<file path="src/rtl/cpu_pkg.sv">
// ---------------------------------------------------------------------------
// cpu_pkg
// Shared types and constants for the fetch stage of the single-cycle core.
//   br_type_e     : branch type decoded by control (NONE, B, CBZ, B.LT)
//   fetch_state_e : fetch sequencer states (BOOT, FETCH, HOLD)
//   INSTR_BYTES   : PC increment for a sequential fetch
//   N, Z, V, C    : bit positions inside the stored 4-bit flag register
// ---------------------------------------------------------------------------
package cpu_pkg;

  typedef enum logic [1:0] {
    BR_NONE   = 2'b00,
    BR_UNCOND = 2'b01,
    BR_CBZ    = 2'b10,
    BR_BLT    = 2'b11
  } br_type_e;

  typedef enum logic [1:0] {
    BOOT  = 2'd0,
    FETCH = 2'd1,
    HOLD  = 2'd2
  } fetch_state_e;

  localparam int unsigned INSTR_BYTES = 4;

  localparam int unsigned N = 3;
  localparam int unsigned Z = 2;
  localparam int unsigned V = 1;
  localparam int unsigned C = 0;

endpackage : cpu_pkg

</file>
<file path="src/rtl/instr_fetch_unit_branch_target.sv">
// ---------------------------------------------------------------------------
// branch_target
// Combinational branch offset/target generator.
//   pc          : address of the instruction being resolved
//   instruction : held instruction word (imm26 in [25:0], imm19 in [23:5])
//   br_type     : branch type; BR_UNCOND selects imm26, others select imm19
//   offset      : sign-extended word offset, shifted to a byte offset
//   target      : pc + offset, modulo 2^64
// ---------------------------------------------------------------------------
module branch_target
  import cpu_pkg::*;
(
  input  logic [63:0] pc,
  input  logic [31:0] instruction,
  input  br_type_e    br_type,
  output logic [63:0] offset,
  output logic [63:0] target
);

  logic [63:0] br26;
  logic [63:0] br19;

  assign br26 = {{36{instruction[25]}}, instruction[25:0], 2'b00};
  assign br19 = {{43{instruction[23]}}, instruction[23:5], 2'b00};

  assign offset = (br_type == BR_UNCOND) ? br26 : br19;
  assign target = pc + offset;

  // Opcode and condition fields are decoded by control, not here.
  logic unused_fields;
  assign unused_fields = ^{instruction[31:26], instruction[4:0]};

endmodule : branch_target

</file>
<file path="src/rtl/instr_fetch_unit.sv">
// ---------------------------------------------------------------------------
// instr_fetch_unit
// Fetch stage of the single-cycle datapath: owns the PC and the stored
// condition flags, fetches through a req/valid handshake and holds the word
// until the datapath commits it with `advance`.
//
// Ports
//   clk, reset              : clock, asynchronous active-high reset
//   imem_addr/req           : fetch address (= pc) and request, high in FETCH
//   imem_rdata/valid        : returned word and its strobe
//   instruction/instr_valid : held word to the datapath, valid in HOLD
//   advance                 : datapath commits the held instruction
//   BrType                  : branch type of the held instruction
//   flag_we                 : latch {negative,zero,overflow,carry_out} on advance
//   zero..carry_out         : live ALU flags from the datapath
//   pc, flags               : current PC, stored {N,Z,V,C}
//   fetch_err               : sticky fetch timeout
//
// Build option IMEM_TIMEOUT_EN: after TIMEOUT_CYCLES FETCH cycles without
// imem_valid, set fetch_err, drop imem_req for one cycle (via BOOT) and
// reissue at the same pc. Without it, FETCH waits forever and fetch_err is 0.
// ---------------------------------------------------------------------------
module instr_fetch_unit
  import cpu_pkg::*;
#(
  parameter logic [63:0] RESET_PC       = 64'd0,
  parameter int          TIMEOUT_CYCLES = 16
) (
  input  logic        clk,
  input  logic        reset,
  output logic [63:0] imem_addr,
  output logic        imem_req,
  input  logic [31:0] imem_rdata,
  input  logic        imem_valid,
  output logic [31:0] instruction,
  output logic        instr_valid,
  input  logic        advance,
  input  logic [1:0]  BrType,
  input  logic        flag_we,
  input  logic        zero,
  input  logic        negative,
  input  logic        overflow,
  input  logic        carry_out,
  output logic [63:0] pc,
  output logic [3:0]  flags,
  output logic        fetch_err
);

  fetch_state_e state;
  br_type_e     br_type;
  logic [63:0]  br_offset;
  logic [63:0]  br_target;
  logic [63:0]  next_pc;

  assign br_type   = br_type_e'(BrType);
  assign imem_addr = pc;

  branch_target u_branch_target (
    .pc          (pc),
    .instruction (instruction),
    .br_type     (br_type),
    .offset      (br_offset),
    .target      (br_target)
  );

  // B.LT reads the stored flags, so a same-edge flag_we update only affects
  // the following instruction.
  always_comb begin
    // NOTE: default assignment first so every path drives next_pc; no latch.
    next_pc = pc + 64'(INSTR_BYTES);
    unique case (br_type)
      BR_NONE:   ;
      BR_UNCOND: next_pc = br_target;
      BR_CBZ:    if (zero) next_pc = br_target;
      BR_BLT:    if (flags[N] != flags[V]) next_pc = br_target;
      default:   ;
    endcase
  end

`ifdef IMEM_TIMEOUT_EN
  localparam int TW = $clog2(TIMEOUT_CYCLES + 1);
  logic [TW-1:0] wait_cnt;
`else
  logic unused_timeout_cfg;
  assign unused_timeout_cfg = (TIMEOUT_CYCLES == 0);
  assign fetch_err          = 1'b0;
`endif

  // NOTE: sequential state uses non-blocking assignments only.
  always_ff @(posedge clk or posedge reset) begin
    if (reset) begin
      state       <= BOOT;
      pc          <= RESET_PC;
      imem_req    <= 1'b0;
      instr_valid <= 1'b0;
      instruction <= '0;
      flags       <= '0;
`ifdef IMEM_TIMEOUT_EN
      wait_cnt    <= '0;
      fetch_err   <= 1'b0;
`endif
    end else begin
      unique case (state)
        // One idle cycle so a response to a pre-reset request is never taken.
        BOOT: begin
          state    <= FETCH;
          imem_req <= 1'b1;
`ifdef IMEM_TIMEOUT_EN
          wait_cnt <= '0;
`endif
        end

        FETCH: begin
          if (imem_valid) begin
            instruction <= imem_rdata;
            instr_valid <= 1'b1;
            imem_req    <= 1'b0;
            state       <= HOLD;
`ifdef IMEM_TIMEOUT_EN
          end else if (wait_cnt == TW'(TIMEOUT_CYCLES - 1)) begin
            // BOOT provides the one-cycle request gap before the reissue.
            fetch_err <= 1'b1;
            imem_req  <= 1'b0;
            wait_cnt  <= '0;
            state     <= BOOT;
          end else begin
            wait_cnt  <= wait_cnt + 1'b1;
`endif
          end
        end

        HOLD: begin
          if (advance) begin
            pc          <= next_pc;
            instr_valid <= 1'b0;
            imem_req    <= 1'b1;
            state       <= FETCH;
            if (flag_we) flags <= {negative, zero, overflow, carry_out};
`ifdef IMEM_TIMEOUT_EN
            wait_cnt    <= '0;
`endif
          end
        end

        default: state <= BOOT;
      endcase
    end
  end

endmodule : instr_fetch_unit

</file>
<file path="config.mk">
export PLATFORM = sky130hd
export DESIGN_NAME = instr_fetch_unit
export DESIGN_NICKNAME = d
export VERILOG_FILES = /design/src/rtl/cpu_pkg.sv /design/src/rtl/instr_fetch_unit_branch_target.sv /design/src/rtl/instr_fetch_unit.sv
export SDC_FILE = /design/constraint.sdc
export NUM_CORES = 1
export LEC_CHECK = 0
export ABC_AREA = 0
export BUFFER_PORTS_ARGS = -buffer_cell sky130_fd_sc_hd__buf_2
export CAP_MARGIN = 20
export CORE_MARGIN = 2
export CORE_UTILIZATION = 57
export CTS_BUF_LIST = sky130_fd_sc_hd__clkbuf_4 sky130_fd_sc_hd__clkbuf_8 sky130_fd_sc_hd__clkbuf_16
export DETAILED_ROUTE_END_ITERATION = 8
export GPL_TIMING_DRIVEN = 0
export PLACE_DENSITY = 0.83
export SLEW_MARGIN = 40
export SYNTH_ARGS = -nofsm -noshare
export SYNTH_HDL_FRONTEND = slang
export SYNTH_SLANG_ARGS = --single-unit
</file>
<file path="constraint.sdc">
create_clock -name clk -period 5.13 [get_ports clk]
set_input_delay 0.2565 -clock clk [delete_from_list [all_inputs] [get_ports clk]]
set_output_delay 0.2565 -clock clk [all_outputs]
set_load 0.01 [all_outputs]
</file>
==> impl_results.html <==
<table>
<tr><th>Metric</th><th>Value</th></tr>
<tr><th colspan="2">Floorplan</th></tr>
<tr><td>Overall die height</td><td>136 microns</td></tr>
<tr><td>Number of rows in the core area</td><td>48</td></tr>
<tr><td># IOs</td><td>210</td></tr>
<tr><td>Die width</td><td>between 100 and 150 microns</td></tr>
<tr><td>Total die area</td><td>around 18000 sq um</td></tr>
<tr><td>Total core area</td><td>around 17000 sq um</td></tr>
<tr><td>Effective utilization at floorplan</td><td>between 50% and 60%</td></tr>
<tr><th colspan="2">Critical path</th></tr>
<tr><td>Maximum fanout along the worst path</td><td>10</td></tr>
<tr><td>Element type at the critical path start</td><td>input pin</td></tr>
<tr><td>Reg-to-reg setup timing slack</td><td>0.78 ns</td></tr>
<tr><td>RR Startpoint</td><td>instruction[23]</td></tr>
<tr><td>Category of the critical setup timing path</td><td>input pin to register</td></tr>
<tr><td>Required arrival time at the worst endpoint</td><td>5.41 ns</td></tr>
<tr><td>Data arrival time of the critical path</td><td>5.15 ns</td></tr>
<tr><td>Worst setup EP type</td><td>register</td></tr>
<tr><td>Endpoint of the worst-slack reg-to-reg timing path</td><td>imem_addr[63]</td></tr>
<tr><td>End point of the critical path</td><td>imem_addr[61]</td></tr>
<tr><td>Crit path from</td><td>BrType[0]</td></tr>
<tr><td>Logic depth of the worst register-to-register path</td><td>15</td></tr>
<tr><th colspan="2">Logic synthesis</th></tr>
<tr><td>Yosys reg bits</td><td>102</td></tr>
<tr><td>Most used DFF post-synth</td><td>sky130_fd_sc_hd__dfrtp_1</td></tr>
<tr><td>Share of synthesized area occupied by flip-flops and latches</td><td>25.8%</td></tr>
<tr><td>Netlist cell types</td><td>74</td></tr>
<tr><td>Mean cell area of the mapped netlist</td><td>between 7 and 8 sq um</td></tr>
<tr><td>Number of synthesized flops with an enable pin</td><td>0</td></tr>
<tr><td>Yosys warns</td><td>0</td></tr>
<tr><td>Post-synth design cell area</td><td>9880 sq um</td></tr>
<tr><td>Synthesized instance count</td><td>~1200</td></tr>
<tr><td>FFs w/ async S/R, synth</td><td>100%</td></tr>
<tr><th colspan="2">Layout</th></tr>
<tr><td>Most used cells in the layout excluding fill and tap cells</td><td>sky130_fd_sc_hd__buf_2 (210), sky130_fd_sc_hd__a21oi_1 (162), sky130_fd_sc_hd__dfrtp_1 (102)</td></tr>
<tr><td>End-of-flow core utilization</td><td>~68%</td></tr>
<tr><td>Diode insertion count for antenna repair</td><td>0</td></tr>
<tr><td>Finished layout cell area</td><td>11600 sq um</td></tr>
<tr><td>Non-filler cells in the finished layout</td><td>1689</td></tr>
<tr><td>Sequential cell area</td><td>2550 sq um</td></tr>
<tr><td>Area taken by multi-input logic gates</td><td>6490 sq um</td></tr>
<tr><td>Commonest non-fill, non-tap cell in the layout</td><td>sky130_fd_sc_hd__buf_2</td></tr>
<tr><td>Fill cell instance count of the final layout</td><td>1446</td></tr>
<tr><td>Synthesis-to-finish area growth</td><td>17.3%</td></tr>
<tr><td>Share of layout cells above drive strength 1</td><td>26.4%</td></tr>
<tr><td># nets final</td><td>approximately 1600</td></tr>
<tr><th colspan="2">STA</th></tr>
<tr><td>Final Hold Viols</td><td>0</td></tr>
<tr><td>Fin crit share</td><td>95.0%</td></tr>
<tr><td>Final setup violating endpoints</td><td>0</td></tr>
<tr><td>Final worst clock skew</td><td>0.00804 ns</td></tr>
<tr><td>Worst-case setup margin in the final layout</td><td>0.258 ns</td></tr>
<tr><td>Crit path time final</td><td>4.87 ns</td></tr>
<tr><td>Number of max-slew violations in the final report</td><td>0</td></tr>
<tr><td>Peak clock frequency supported by timing</td><td>0.205 GHz</td></tr>
<tr><td>Worst max-slew margin expressed relative to the limit</td><td>41.1%</td></tr>
<tr><td>Tightest Pin Transition</td><td>between 0.8 and 0.9 ns</td></tr>
<tr><td>Unrepaired setup endpoints after global routing</td><td>no</td></tr>
<tr><td>Final-layout setup total negative slack</td><td>0 ns</td></tr>
<tr><th colspan="2">Clock tree</th></tr>
<tr><td>CTS HTree Levels</td><td>3</td></tr>
<tr><td>Clock tree from TritonCTS</td><td>done</td></tr>
<tr><td>Clock buffers created by TritonCTS</td><td>9</td></tr>
<tr><td>Clock latency at the later pin of the worst-skew pair</td><td>0.36 ns</td></tr>
<tr><td>Number of buffers on the longest clock path</td><td>2</td></tr>
<tr><td>Number of clock sinks</td><td>a little over 100</td></tr>
<tr><td>Post CTS Setup Buffer Count</td><td>0</td></tr>
<tr><td>Library cell used as clock root buffer</td><td>sky130_fd_sc_hd__clkbuf_16</td></tr>
<tr><td>Worst-path clk slew</td><td>0.07 ns</td></tr>
<tr><th colspan="2">GRT</th></tr>
<tr><td>Number of antenna violations at the first check in global routing</td><td>0</td></tr>
<tr><td>Aggregate global-route resource usage</td><td>between 30% and 40%</td></tr>
<tr><td>Aggregate global routing overflow</td><td>0</td></tr>
<tr><td>First-pass GRT wire length</td><td>50200 microns</td></tr>
<tr><td>Via count of the first global-routing pass</td><td>9610</td></tr>
<tr><td>Pin count of the biggest net entering global routing</td><td>78</td></tr>
<tr><th colspan="2">Detailed routing</th></tr>
<tr><td>Post-detailed-route count of antenna-violating nets</td><td>0</td></tr>
<tr><td>First-pass iteration count of the detailed router</td><td>6</td></tr>
<tr><td>Remaining DRCs</td><td>0</td></tr>
<tr><td>Detailed-route via count</td><td>10700</td></tr>
<tr><td>Mean number of vias per cell</td><td>approximately 6.4</td></tr>
<tr><td>Iteration-0 DRC Markers</td><td>1384</td></tr>
<tr><td>Final Routed Wirelength</td><td>32400 microns</td></tr>
<tr><td>Per-cell routed wire length</td><td>19.2 microns</td></tr>
<tr><th colspan="2">Outcome</th></tr>
<tr><td>Outcome</td><td>complete, no violations</td></tr>
<tr><th colspan="2">Power and ir drop</th></tr>
<tr><td>Worst ir drop on vdd</td><td>0.488 mV</td></tr>
<tr><td>Part of the total power dissipated in the clock network</td><td>7.9%</td></tr>
<tr><td>Power spent charging and discharging nets</td><td>5.23 mW</td></tr>
<tr><td>Internal Dissipation</td><td>4.73 mW</td></tr>
<tr><td>Power Density</td><td>860 nW/um^2</td></tr>
<tr><td>Leakage Power</td><td>5.28 nW</td></tr>
<tr><td>Sequential group share of total power</td><td>19.0%</td></tr>
<tr><td>Switch share</td><td>52.5%</td></tr>
<tr><td>Combinational power share</td><td>between 70% and 80%</td></tr>
<tr><th colspan="2">Placement</th></tr>
<tr><td>Inst Count DP</td><td>1672</td></tr>
<tr><td>Detailed Place HPWL</td><td>about 24000 microns</td></tr>
<tr><td>Post-place setup slack</td><td>0.116 ns</td></tr>
<tr><td># port buffers</td><td>204</td></tr>
<tr><td>Placer Congestion</td><td>1.03</td></tr>
<tr><td>Cell area after placement</td><td>11200 sq um</td></tr>
<tr><th colspan="2">Flow run</th></tr>
<tr><td>Max-capacitance violation count</td><td>0</td></tr>
<tr><th colspan="2">Hold path</th></tr>
<tr><td>Class of the tightest hold or removal check</td><td>input pin to register</td></tr>
</table>
[state kept, by name, indices dropped and copies added (netlist names)]
register     count
imem_req         1
imem_addr       62
flags            4
state            2
instr_valid      1
instruction     32
[Yosys cell counts, drive strengths merged (27+ instances only)]
master  number  area [sq um]
a21oi      163           820
dfrtp      102          2550
nand2      102           390
o21ai       97           493
nor2        88           343
buf         82           567
ha          70           876
mux2        60           676
clkbuf      51           191
nand3       51           255
a21o        45           338
nand4       32           215
xnor2       30           263
inv         27           101
[metrics by stage]
step                      total power, mW  hold slack (ns)
after floorplan                      6.89            0.343
after global placement               8.75            0.462
after detailed placement             8.95            0.221
after CTS                            9.79            0.110
after global routing                 10.7            0.120
final                                9.96            0.111
[layer usage]
layer	share of wire [%]	track usage (%)	vias up
met1	40	45.5	5078
met2	47	56.3	654
li1	-	-	4915
met4	3.1	11.6	0
met3	9.8	6.29	97
met5	0	0	-
[worst max-delay path, cell delays in order]
cell                       delay (ns)
sky130_fd_sc_hd__buf_2           0.11
sky130_fd_sc_hd__nor2b_1         0.12
sky130_fd_sc_hd__clkbuf_1        0.40
sky130_fd_sc_hd__buf_1           0.51
sky130_fd_sc_hd__mux2_2          0.43
sky130_fd_sc_hd__ha_1            0.40
sky130_fd_sc_hd__and4_1          0.26
sky130_fd_sc_hd__nand3_1         0.10
sky130_fd_sc_hd__a21o_1          0.22
sky130_fd_sc_hd__o211ai_2        0.30
sky130_fd_sc_hd__a41oi_1         0.40
sky130_fd_sc_hd__nor4_1          0.65
sky130_fd_sc_hd__o21ai_1         0.25
sky130_fd_sc_hd__a21oi_1         0.25
sky130_fd_sc_hd__mux2_2          0.37
sky130_fd_sc_hd__o21ai_1         0.12
[cell families (layout without fill, tap and decap cells)]
logic type	Yosys count	after routing	synth area share, %
buf+inv	160	382	8.70
xor+xnor	51	51	4.52
compound gates	428	428	26.4
fa+ha+maj	71	71	9.07
mux	62	62	7.04
other cells	1	5	0.0380
simple gates	363	363	18.4
flops	102	102	25.8
[final cells by class]
class,instances,area share (%)
Multi-Input combinational cell,980,56.0
Sequential cell,102,22.0
Timing Repair Buffer,206,9.14
Buffer,133,6.55
Tap cell,225,2.43
Clock buffer,11,2.18
Inverter,27,0.940
Clock inverter,5,0.702
[repair_timing]
item,4_1_cts,5_1_grt
gates resized for setup,0,0
hold endpoints to repair,25,0
hold buffers,1,0
[how the worst min path moves through the flow]
stage	start	end	slack [ns]	cells after the start
final	advance	state[1]	0.11	2
after global routing	imem_rdata[13]	instruction[13]	0.12	2
after CTS	advance	state[1]	0.11	2
after detailed placement	reset	instruction[9]	0.22	2
after global placement	instr_valid	instr_valid	0.46	2
after floorplan	advance	state[1]	0.34	1
[power by group through the flow]
stage	registers, mW	clock network [mW]	logic, mW
final	1.89	0.784	7.28
after global routing	1.94	0.814	7.95
after CTS	1.87	0.779	7.15
after detailed placement	1.88	0	7.07
after global placement	1.86	0	6.90
after floorplan	1.86	0	5.04
Note: power is estimated with default switching activity, not from simulation.
